## config.mk

```make
export PLATFORM = sky130hd
export DESIGN_NAME = fetch_unit
export DESIGN_NICKNAME = d
export VERILOG_FILES = /design/src/rtl/fetch_unit.sv
export SDC_FILE = /design/constraint.sdc
export NUM_CORES = 1
export LEC_CHECK = 0
export CAP_MARGIN = 40
export CORE_UTILIZATION = 48
export CTS_CLUSTER_SIZE = 40
export DETAILED_ROUTE_END_ITERATION = 12
export PLACE_DENSITY = 0.79
export SLEW_MARGIN = 15
export SYNTH_ARGS = -nofsm -noshare
export SYNTH_HDL_FRONTEND = slang
export SYNTH_SLANG_ARGS = --single-unit
```

## constraint.sdc

```tcl
create_clock -name clk -period 2.33 [get_ports clk]
set_input_delay 0.466 -clock clk [delete_from_list [all_inputs] [get_ports clk]]
set_output_delay 0.466 -clock clk [all_outputs]
set_load 0.03 [all_outputs]
```

## src/rtl/fetch_unit.sv

```systemverilog
// Instruction fetch stage: owns the PC, issues one word read at a time and feeds decode
// through a registered output slot backed by a one-entry skid buffer.
module fetch_unit #(
  parameter logic [63:0] PC_RESET = 64'h0000_0000_8000_0000,
  parameter logic [63:0] PC_STEP  = 64'd4
) (
  input  logic        clk,
  input  logic        reset,
  output logic        ireq_valid,
  output logic [63:0] ireq_addr,
  input  logic        iresp_data_ok,
  input  logic [31:0] iresp_data,
  input  logic        stall,
  input  logic        redirect_valid,
  input  logic [63:0] redirect_pc,
  output logic        fetch_valid,
  output logic [63:0] fetch_pc,
  output logic [31:0] fetch_raw_instr
);

  typedef enum logic [1:0] {StReq, StHold, StDiscard} state_e;

  state_e      state_q, state_d;
  logic [63:0] pc_q, pc_d;
  logic [63:0] inflight_q, inflight_d;
  logic        fetch_valid_q, fetch_valid_d;
  logic [63:0] fetch_pc_q, fetch_pc_d;
  logic [31:0] fetch_instr_q, fetch_instr_d;
  logic        skid_valid_q, skid_valid_d;
  logic [63:0] skid_pc_q, skid_pc_d;
  logic [31:0] skid_instr_q, skid_instr_d;
  logic        slot_free;
  logic        unused_redirect_lsb;

  assign unused_redirect_lsb = ^redirect_pc[1:0];

  assign slot_free  = !fetch_valid_q || !stall;
  assign ireq_valid = !reset && (state_q == StReq || state_q == StDiscard);
  // In DISCARD the bus still sees the address of the request being thrown away.
  assign ireq_addr  = (state_q == StDiscard) ? inflight_q : pc_q;

  always_comb begin
    state_d       = state_q;
    pc_d          = pc_q;
    inflight_d    = inflight_q;
    fetch_valid_d = fetch_valid_q;
    fetch_pc_d    = fetch_pc_q;
    fetch_instr_d = fetch_instr_q;
    skid_valid_d  = skid_valid_q;
    skid_pc_d     = skid_pc_q;
    skid_instr_d  = skid_instr_q;

    if (fetch_valid_q && !stall) begin
      fetch_valid_d = 1'b0;
    end

    if (redirect_valid) begin
      fetch_valid_d = 1'b0;
      skid_valid_d  = 1'b0;
      pc_d          = {redirect_pc[63:2], 2'b00};
      case (state_q)
        StReq: begin
          if (!iresp_data_ok) begin
            inflight_d = pc_q;
            state_d    = StDiscard;
          end
        end
        StHold:    state_d = StReq;
        StDiscard: state_d = iresp_data_ok ? StReq : StDiscard;
        default:   state_d = StReq;
      endcase
    end else begin
      case (state_q)
        StReq: begin
          if (iresp_data_ok) begin
            pc_d = pc_q + PC_STEP;
            if (slot_free) begin
              fetch_valid_d = 1'b1;
              fetch_pc_d    = pc_q;
              fetch_instr_d = iresp_data;
            end else begin
              skid_valid_d = 1'b1;
              skid_pc_d    = pc_q;
              skid_instr_d = iresp_data;
              state_d      = StHold;
            end
          end
        end
        StHold: begin
          if (slot_free) begin
            fetch_valid_d = skid_valid_q;
            fetch_pc_d    = skid_pc_q;
            fetch_instr_d = skid_instr_q;
            skid_valid_d  = 1'b0;
            state_d       = StReq;
          end
        end
        StDiscard: begin
          if (iresp_data_ok) begin
            state_d = StReq;
          end
        end
        default: state_d = StReq;
      endcase
    end
  end

  always_ff @(posedge clk) begin
    if (reset) begin
      state_q       <= StReq;
      pc_q          <= PC_RESET;
      inflight_q    <= '0;
      fetch_valid_q <= 1'b0;
      fetch_pc_q    <= '0;
      fetch_instr_q <= '0;
      skid_valid_q  <= 1'b0;
      skid_pc_q     <= '0;
      skid_instr_q  <= '0;
    end else begin
      state_q       <= state_d;
      pc_q          <= pc_d;
      inflight_q    <= inflight_d;
      fetch_valid_q <= fetch_valid_d;
      fetch_pc_q    <= fetch_pc_d;
      fetch_instr_q <= fetch_instr_d;
      skid_valid_q  <= skid_valid_d;
      skid_pc_q     <= skid_pc_d;
      skid_instr_q  <= skid_instr_d;
    end
  end

  assign fetch_valid     = fetch_valid_q;
  assign fetch_pc        = fetch_pc_q;
  assign fetch_raw_instr = fetch_instr_q;

endmodule

```

-- After elaboration in Yosys (flattened, before gate mapping)
Index checks and enable logic that the tools add are counted.
- logic and storage cells: 74
- output and inout port bits: 162
- register bits after elaboration: 324
- bits of input ports: 101
- reductions and logical operators: 19
- bitwise logic cells: 3
- $add $sub $neg: 1
- equal/unequal tests: 11
- mux-type cells: 30
- operators by type and width (kind ; number):
    $mux 64 ; 7
    $pmux 64 s2 ; 1
    $mux 32 ; 3
    $add 64x3->64 const B ; 1
    $pmux 32 s2 ; 1
    $ne 3x3->1 const B ; 5
    $mux 2 ; 7
    $reduce_and 5->1 ; 2
    $ne 2x2->1 const B ; 4
    $reduce_and 4->1 ; 2
    $mux 1 ; 7
    $pmux 2 s3 ; 1
    $reduce_bool 2->1 ; 3
    $pmux 1 s2 ; 2
    $pmux 2 s2 ; 1
    $reduce_and 2->1 ; 2
    $logic_not 1->1 ; 3
    $not 1->1 ; 3
    $reduce_and 3->1 ; 1
    $eq 2x1->1 const B ; 1
    $eq 2x2->1 const B ; 1
    $logic_and 1x1->1 ; 2
    $logic_not 2->1 ; 1
    $logic_or 1x1->1 ; 2
    $reduce_or 2->1 ; 1

-- Longest topological paths before layout
Gate-level depths: netlist (run 1).
- word-level depth: 6
- gate-level depth with buffers: 9
- gate-level depth less buffers: 7

-- Worst setup path before layout (run 1)
No wires, ideal clock.
- path kind: register to output
- from: register state_q[1]
- to: output port ireq_addr[16]
- data required time: 1.864 ns
- buffers on the path: 3
- slack: -0.001 ns
- stages on the path, launching flop included: 6
- data arrival time: 1.865 ns
- cells stage by stage: dfxtp_1 > clkbuf_1 > nor2b_1 > clkbuf_1 > clkbuf_1 > mux2_2
- word-level cells in the longest chain between the ends: 2
- RTL lines (what ; RTL line ; RTL):
    start: declaration ; 23 ; state_e state_q, state_d;
    start signal: assignment ; 110 ; state_q <= StReq;
    start signal: assignment ; 120 ; state_q <= state_d;
    $eq 2x2->1 ; 40 ; assign ireq_addr = (state_q == StDiscard) ? inflight_q : pc_q;
    $mux 64 ; 40 ;
    end: declaration ; 10 ; output logic [63:0] ireq_addr,
Every way passes these cells.

-- Final worst setup path (run 1)
- from: register state_q[1]
- to: output port ireq_addr[4]
The elaborated chain is that of the path after synthesis.

==> results of run 1 <==
-- worst max-delay path by stage --
stage          slack, ps       endpoint
2_1_floorplan         -1  ireq_addr[16]
3_3_place_gp        -270       pc_q[47]
3_5_place_dp        -290       pc_q[59]
4_1_cts              -80   ireq_addr[4]
5_1_grt             -130   ireq_addr[4]
6_report             -90   ireq_addr[4]
-- registers in the layout, summed over array words and instances, names as in the netlist --
register         count
fetch_pc            62
inflight_q          62
pc_q                62
skid_pc_q           62
fetch_raw_instr     32
skid_instr_q        32
state_q              2
fetch_valid          1
skid_valid_q         1
-- cells in the mapped netlist (5+ instances only) --
cell type / number
xnor2_1: 31
nand2_1: 370
a211oi_1: 117
mux2_2: 59
xor2_1: 11
mux2i_1: 98
nor2b_1: 5
and4_1: 7
buf_1: 17
nor3_1: 28
or3_1: 12
nor4_1: 18
and3_1: 9
nand3_1: 26
dfxtp_1: 316
nor2_1: 169
buf_4: 13
o21ai_0: 10
clkbuf_1: 139
o211ai_1: 6
a21oi_1: 188
buf_2: 14
nand4_1: 28
-- through the flow --
step / TNS [ps] / hold slack (ps) / util [%] / std cells
5_1_grt: -2510 / 356 / 68.1 / 2405
6_report: -937 / 336 / 68.1 / 2405
3_3_place_gp: -7400 / 438 / 61.0 / 2326
2_1_floorplan: -46.9 / 433 / - / 1747
3_5_place_dp: -14660 / 447 / 61.0 / 2326
4_1_cts: -1470 / 335 / 67.7 / 2402
-- area by class of cell --
type	instances	share of cell area (%)
Multi-Input combinational cell	1241	37.8
Sequential cell	316	32.2
Timing Repair Buffer	398	20.9
Clock buffer	47	5.14
Tap cell	384	2.44
Clock inverter	13	1.38
Inverter	5	0.0952
Antenna cell	1	0.0127
-- timing repair --
item,in CTS,in global routing
buffers inserted,13,4
cloned,4,0
pin swaps,3,14
setup endpoints to repair,62,76
resized for setup,312,36
-- power groups by stage --
stage	logic, mW	clock network [mW]	registers [mW]
after global routing	2.25	6.46	5.83
after global placement	1.93	0	5.90
after floorplan	0.947	0	6.05
after detailed placement	1.96	0	5.92
after CTS	2.11	6.22	5.80
final	2.13	6.18	5.80
-- routing by layer --
layer	vias to the layer above	global-route usage [%]	wire length (um)
met2	610	45.9	20900
li1	6502	-	-
met1	6528	37.4	18700
met5	-	0	0
met3	119	3.94	3030
met4	0	11.9	1780
-- cells by family after synthesis --
family	count (synthesis)
AO/OA/AOI/OAI	341
XOR/XNOR	42
adder cells (fa/ha/maj)	1
buffers and inverters	190
flip-flops	316
multiplexers	157
other	1
AND/OR/NAND/NOR	696
==> run summary, run 1 <==
Comb pwr share: 15.1%
Largest net degree at the start of global routing: 95
Hold buffers post-CTS: 0
Hold EP: pc_q[7]
Reg2Reg Capture Point: pc_q[47]
Number of H-tree levels: 2
Initial core utilization: 49.2%
Top-area cell type share of the netlist area: 44.4%
Cell taking the most area after synthesis: dfxtp_1
Hold depth: 2
Count of pins over their slew limit: 0
CTS buffer count: 35
WP data arrival: 1950 ps
Die Y: 174 um
Max-Slew Margin vs Limit: 63.7%
Tot GR Track Use: 28.2%
Clock skew: 12.1 ps
GP Congestion: 0.938
Antenna violations before repair: 1
Rows: 62
Maximum clock rate: 0.413 GHz
Clk Latency, worst-skew pair: 510 ps
Sw frac: 25.5%
Most frequent cells in the layout: nand2_1, dfxtp_1, clkdlybuf4s50_1, a21oi_1, nor2_1
Yosys reg bits: 316
Minimum clock period: 2420 ps
DP Wirelength: 29000 um
Die width: 174 um
Critical path's top delay family: buffers and inverters
Root Buffer: clkbuf_16
Worst Setup SP: state_q[1]
EDFF count, synth: 0
Synth Area in XOR/XNOR: 2.58%
DRC Markers: 0
Finish-stage setup viols: 37
Pre-CTS setup slack: -289 ps
Clock Sink Count: 316
Failing checks: negative setup slack
Vias in the first global route: 12900
Final nets: 2099
Post-synthesis cell count: 1744
Worst-path clk slew: 60 ps
PwrDens: 716 mW/mm^2
Clock Tree Buf Depth: 3
Register area share after synthesis: 44.4%
Drt total wl: 44400 um
Reg2Reg Depth: 6
I/O pin cnt: 263
Crit-path slowest cell: dfxtp_2
Synthesized area per cell: 8.17 sq um
Final Hold Viols: 0
Most common cell after layout, fill and taps aside: nand2_1
RSZ-0062 raised after global routing: yes
WL/cell: 18.5 um
Final worst-path cycle share: 104%
Largest family of logic cells by synthesized area: simple AND/OR/NAND/NOR gates
CP bufs+invs: 5
Instance area after placement: 0.0177 sq mm
Placeable Area: 0.0289 sq mm
Global-route wire length before repair: 69400 um
Worst Tran Pin Value: 545 ps
Beginning of the worst register-to-register path: state_q[0]
Compound-cell area share of the yosys netlist: 14.5%
Mux cell area share after synthesis: 11.5%
Int Pwr: 10.5 mW
Share of layout cells above drive strength 1: 18.1%
CTS tree: done
Area contributors post-synth: dfxtp_1, nand2_1, mux2i_1, a21oi_1, a211oi_1
CP max FO: 8
GRT overflow: 0
Hold Path Class: input pin to flop
Final WS setup: -88.7 ps
Detailed Routing Iterations Pass 1: 7
Synth Area in Adders: 0.0878%
Synth async-reset ratio: 0%
Routed Antenna Nets: 0
Die area: 0.0304 sq mm
Largest stage delay on the critical path: 330 ps
Setup slack, reg-to-reg: -60 ps
WP data required: 1860 ps
Fillers: 2166
Worst min-delay path startpoint: reset
Net switching power: 3.60 mW
Multi-input combinational cell area: 0.00746 sq mm
Simple logic cell fraction of the synthesized area: 21.3%
DR vias: 13800
Critical path cell sequence: nor2b_4 -> buf_12 -> buf_8 -> buf_12 -> buf_8 -> mux2_4 -> buf_6
Top FF cell, synth: dfxtp_1
1st-iter DRT viols: 1254
Synthesized area: 0.0142 sq mm
Crit path depth: 7
Register Area: 0.00635 sq mm
Cell variety after synth: 56
Clock power frac: 43.8%
Area grow syn2layout: 38.3%
Worst setup EP type: output port
PortBufs: 256
Tot Pwr: 14.1 mW
Vias per inst: 5.72
Pleak: 6.89 nW
Setup Crit Path Kind: flop to output port
Outcome: finished, violations left
Worst vdd ir: 0.524 mV
Startpoint Class: flop
Max-cap violations: 0
Seq pwr share: 41.1%
Final Cell Area: 0.0197 sq mm
Ys Warns: 0
Note: power is estimated with default switching activity, not from simulation.
==> inputs of run 2 (changes only) <==
==> constraint.sdc (replaced) <==
create_clock -name clk -period 2.33 [get_ports clk]
set_input_delay 0.3495 -clock clk [delete_from_list [all_inputs] [get_ports clk]]
set_output_delay 0.3495 -clock clk [all_outputs]
set_load 0.03 [all_outputs]
==> run 2 against run 1 <==
  * The run still ends with negative setup slack left
  * Critical path depth did not move
  * Maximum frequency rose by 1.4%
  * Register-to-register slack improved by 100 ps
  * Largest power group is now registers
  * Routed wire length fell by 2.2%
  * Hold slack got worse by 190 ps
  * First-iteration DRC count rose by 12%
  * Critical path type unchanged
==> run summary, run 2 (synthesized netlist as in run 1, its figures left out) <==
PortBufs: 256 (unchanged)
Critical path's top delay family: buffers and inverters
WP data required: 1980 ps (+120 ps)
DRC Markers: 0 (unchanged)
Finish-stage setup viols: 10 (-73%)
PwrDens: 704 mW/mm^2 (-1.7%)
Worst Tran Pin Value: 819 ps (+274 ps)
CP bufs+invs: 5 (unchanged)
CP max FO: 7 (-1)
Maximum clock rate: 0.419 GHz (+1.4%)
Comb pwr share: 15.2% (about the same)
Instance area after placement: 0.0176 sq mm (-0.61%)
Max-cap violations: 0 (unchanged)
Met1 Track Usage GR: 36.0% (-1.5 points)
Critical path cell sequence: buf_6 -> nor2b_4 -> buf_6 -> buf_12 -> clkbuf_16 -> mux2_2 -> buf_6
WP data arrival: 2040 ps (+90 ps)
Max-Slew Margin vs Limit: 45.4% (-18 points)
Share of layout cells above drive strength 1: 17.4% (-0.66 points)
DR vias: 13600 (-1.3%)
Final Cell Area: 0.0193 sq mm (-1.8%)
Global-route wire length before repair: 67200 um (-3.3%)
CTS buffer count: 35 (unchanged)
Die width: 174 um (unchanged)
DP Wirelength: 28000 um (-3.4%)
GP Congestion: 0.930 (-0.91%)
Clock Tree Buf Depth: 3 (unchanged)
Placeable Area: 0.0289 sq mm (unchanged)
Rows: 62 (unchanged)
Setup Crit Path Kind: flop to output port
RSZ-0062 raised after global routing: yes
Seq pwr share: 42.6% (+1.5 points)
Drt total wl: 43500 um (-2.2%)
Layout Utilization: 66.9% (-1.3 points)
GRT overflow: 0 (unchanged)
Most frequent CP cell: buf_6
Non-Filler Instances: 2391 (-0.58%)
I/O pin cnt: 263 (unchanged)
Die area: 0.0304 sq mm (unchanged)
Register Area: 0.00634 sq mm (about the same)
Worst vdd ir: 0.502 mV (-4.2%)
Pleak: 6.75 nW (-1.9%)
Initial core utilization: 49.2% (unchanged)
Outcome: finished, violations left
Net switching power: 3.58 mW (-0.70%)
Area grow syn2layout: 35.8%
Die Y: 174 um (unchanged)
Worst setup EP type: output port
Number of H-tree levels: 2 (unchanged)
Placed Cells: 2313 (-0.56%)
GRT met3 Usage: 4.35% (+0.42 points)
Minimum clock period: 2380 ps (-33.8 ps)
GR peak layer: met2
Final nets: 2082 (-0.81%)
Detailed Routing Iterations Pass 1: 5 (-2)
Antenna violations before repair: 2 (+1)
CTS tree: done
Multi-input combinational cell area: 0.00745 sq mm (-0.15%)
Sw frac: 26.2% (+0.73 points)
Final WS setup: -55.0 ps (+33.8 ps)
Hold Path Class: input pin to flop
Fillers: 2224 (+2.7%)
Clock Sink Count: 316 (unchanged)
Most common cell after layout, fill and taps aside: nand2_1
Clock power frac: 42.2% (-1.6 points)
Vias per inst: 5.68 (-0.67%)
Failing checks: negative setup slack
Count of pins over their slew limit: 0 (unchanged)
Final worst-path cycle share: 102% (-1.4 points)
Tot GR Track Use: 27.4% (-0.83 points)
Largest stage delay on the critical path: 340 ps (about the same)
Most frequent cells in the layout: nand2_1, dfxtp_1, clkdlybuf4s50_1, a21oi_1, nor2_1
Vias in the first global route: 12800 (-0.95%)
1st-iter DRT viols: 1403 (+12%)
Final Hold Viols: 0 (unchanged)
Worst-path clk slew: 60 ps (about the same)
Routed Antenna Nets: 0 (unchanged)
GR Util met2: 44.1% (-1.8 points)
WL/cell: 18.2 um (-1.6%)
Int Pwr: 10.1 mW (-4.4%)
Root Buffer: clkbuf_16
Clock skew: 24.6 ps (+12.5 ps)
Crit-path slowest cell: mux2_2
Clk Latency, worst-skew pair: 530 ps (+20 ps)
Startpoint Class: flop
Largest net degree at the start of global routing: 171 (+80%)
==> run 2: metal layers <==
layer,part of all wire [%],wire length (um),vias up
met4,4.2,1820,0
met1,42,18400,6431
met5,0,0,-
met2,47,20200,569
met3,7.1,3090,119
li1,-,-,6468
==> run 2: area by class of cell <==
| type | count | share of cell area, % |
|---|---|---|
| multi-input cells | 1241 | 38.5 |
| diodes | 2 | 0.0259 |
| clock inverters | 11 | 0.880 |
| flip-flops and latches | 316 | 32.8 |
| clock buffers | 51 | 5.31 |
| well taps | 384 | 2.48 |
| inverters | 5 | 0.0970 |
| repair buffers | 381 | 19.9 |
==> run 2: stage by stage <==
step | TNS [ps] | hold slack (ps) | setup slack (ps) | power, mW
after floorplan | 0 | 433 | 28.7 | 7.00
after global placement | -1310 | 438 | -146 | 7.82
after detailed placement | -2910 | 445 | -225 | 7.86
after CTS | -2130 | 120 | -113 | 13.6
after global routing | -1870 | 143 | -99.1 | 14.1
final | -234 | 144 | -55.0 | 13.6
==> run 2: worst min-delay path, delay by kind of cell <==
kind	cells	cell delay, ps
buffers and inverters	1	100
and+or+nand+nor	2	100
AOI/OAI and AO/OA	1	70
==> run 2: path summary, 6_finish.rpt <==
kind                     from               end  slack [ps]  cells past startpoint
max reg2reg        state_q[0]          pc_q[47]          40                      5
max                state_q[0]     ireq_addr[59]         -50                      7
min                     reset        state_q[1]         140                      4
min reg2reg  skid_instr_q[26]  skid_instr_q[26]         450                      2
==> run 2: repair_timing <==
action	in CTS	in global routing
hold buffers	0	0
pin swaps	0	4
cloned	3	4
setup buffers	6	3
endpoints found under the setup margin	59	76
resized for setup	159	146
==> run 2: power by group through the flow <==
stage	logic [mW]	registers [mW]	clock network, mW
2_1_floorplan	0.947	6.05	0
6_report	2.07	5.81	5.75
4_1_cts	2.00	5.80	5.83
5_1_grt	2.19	5.83	6.04
3_3_place_gp	1.92	5.91	0
3_5_place_dp	1.94	5.92	0
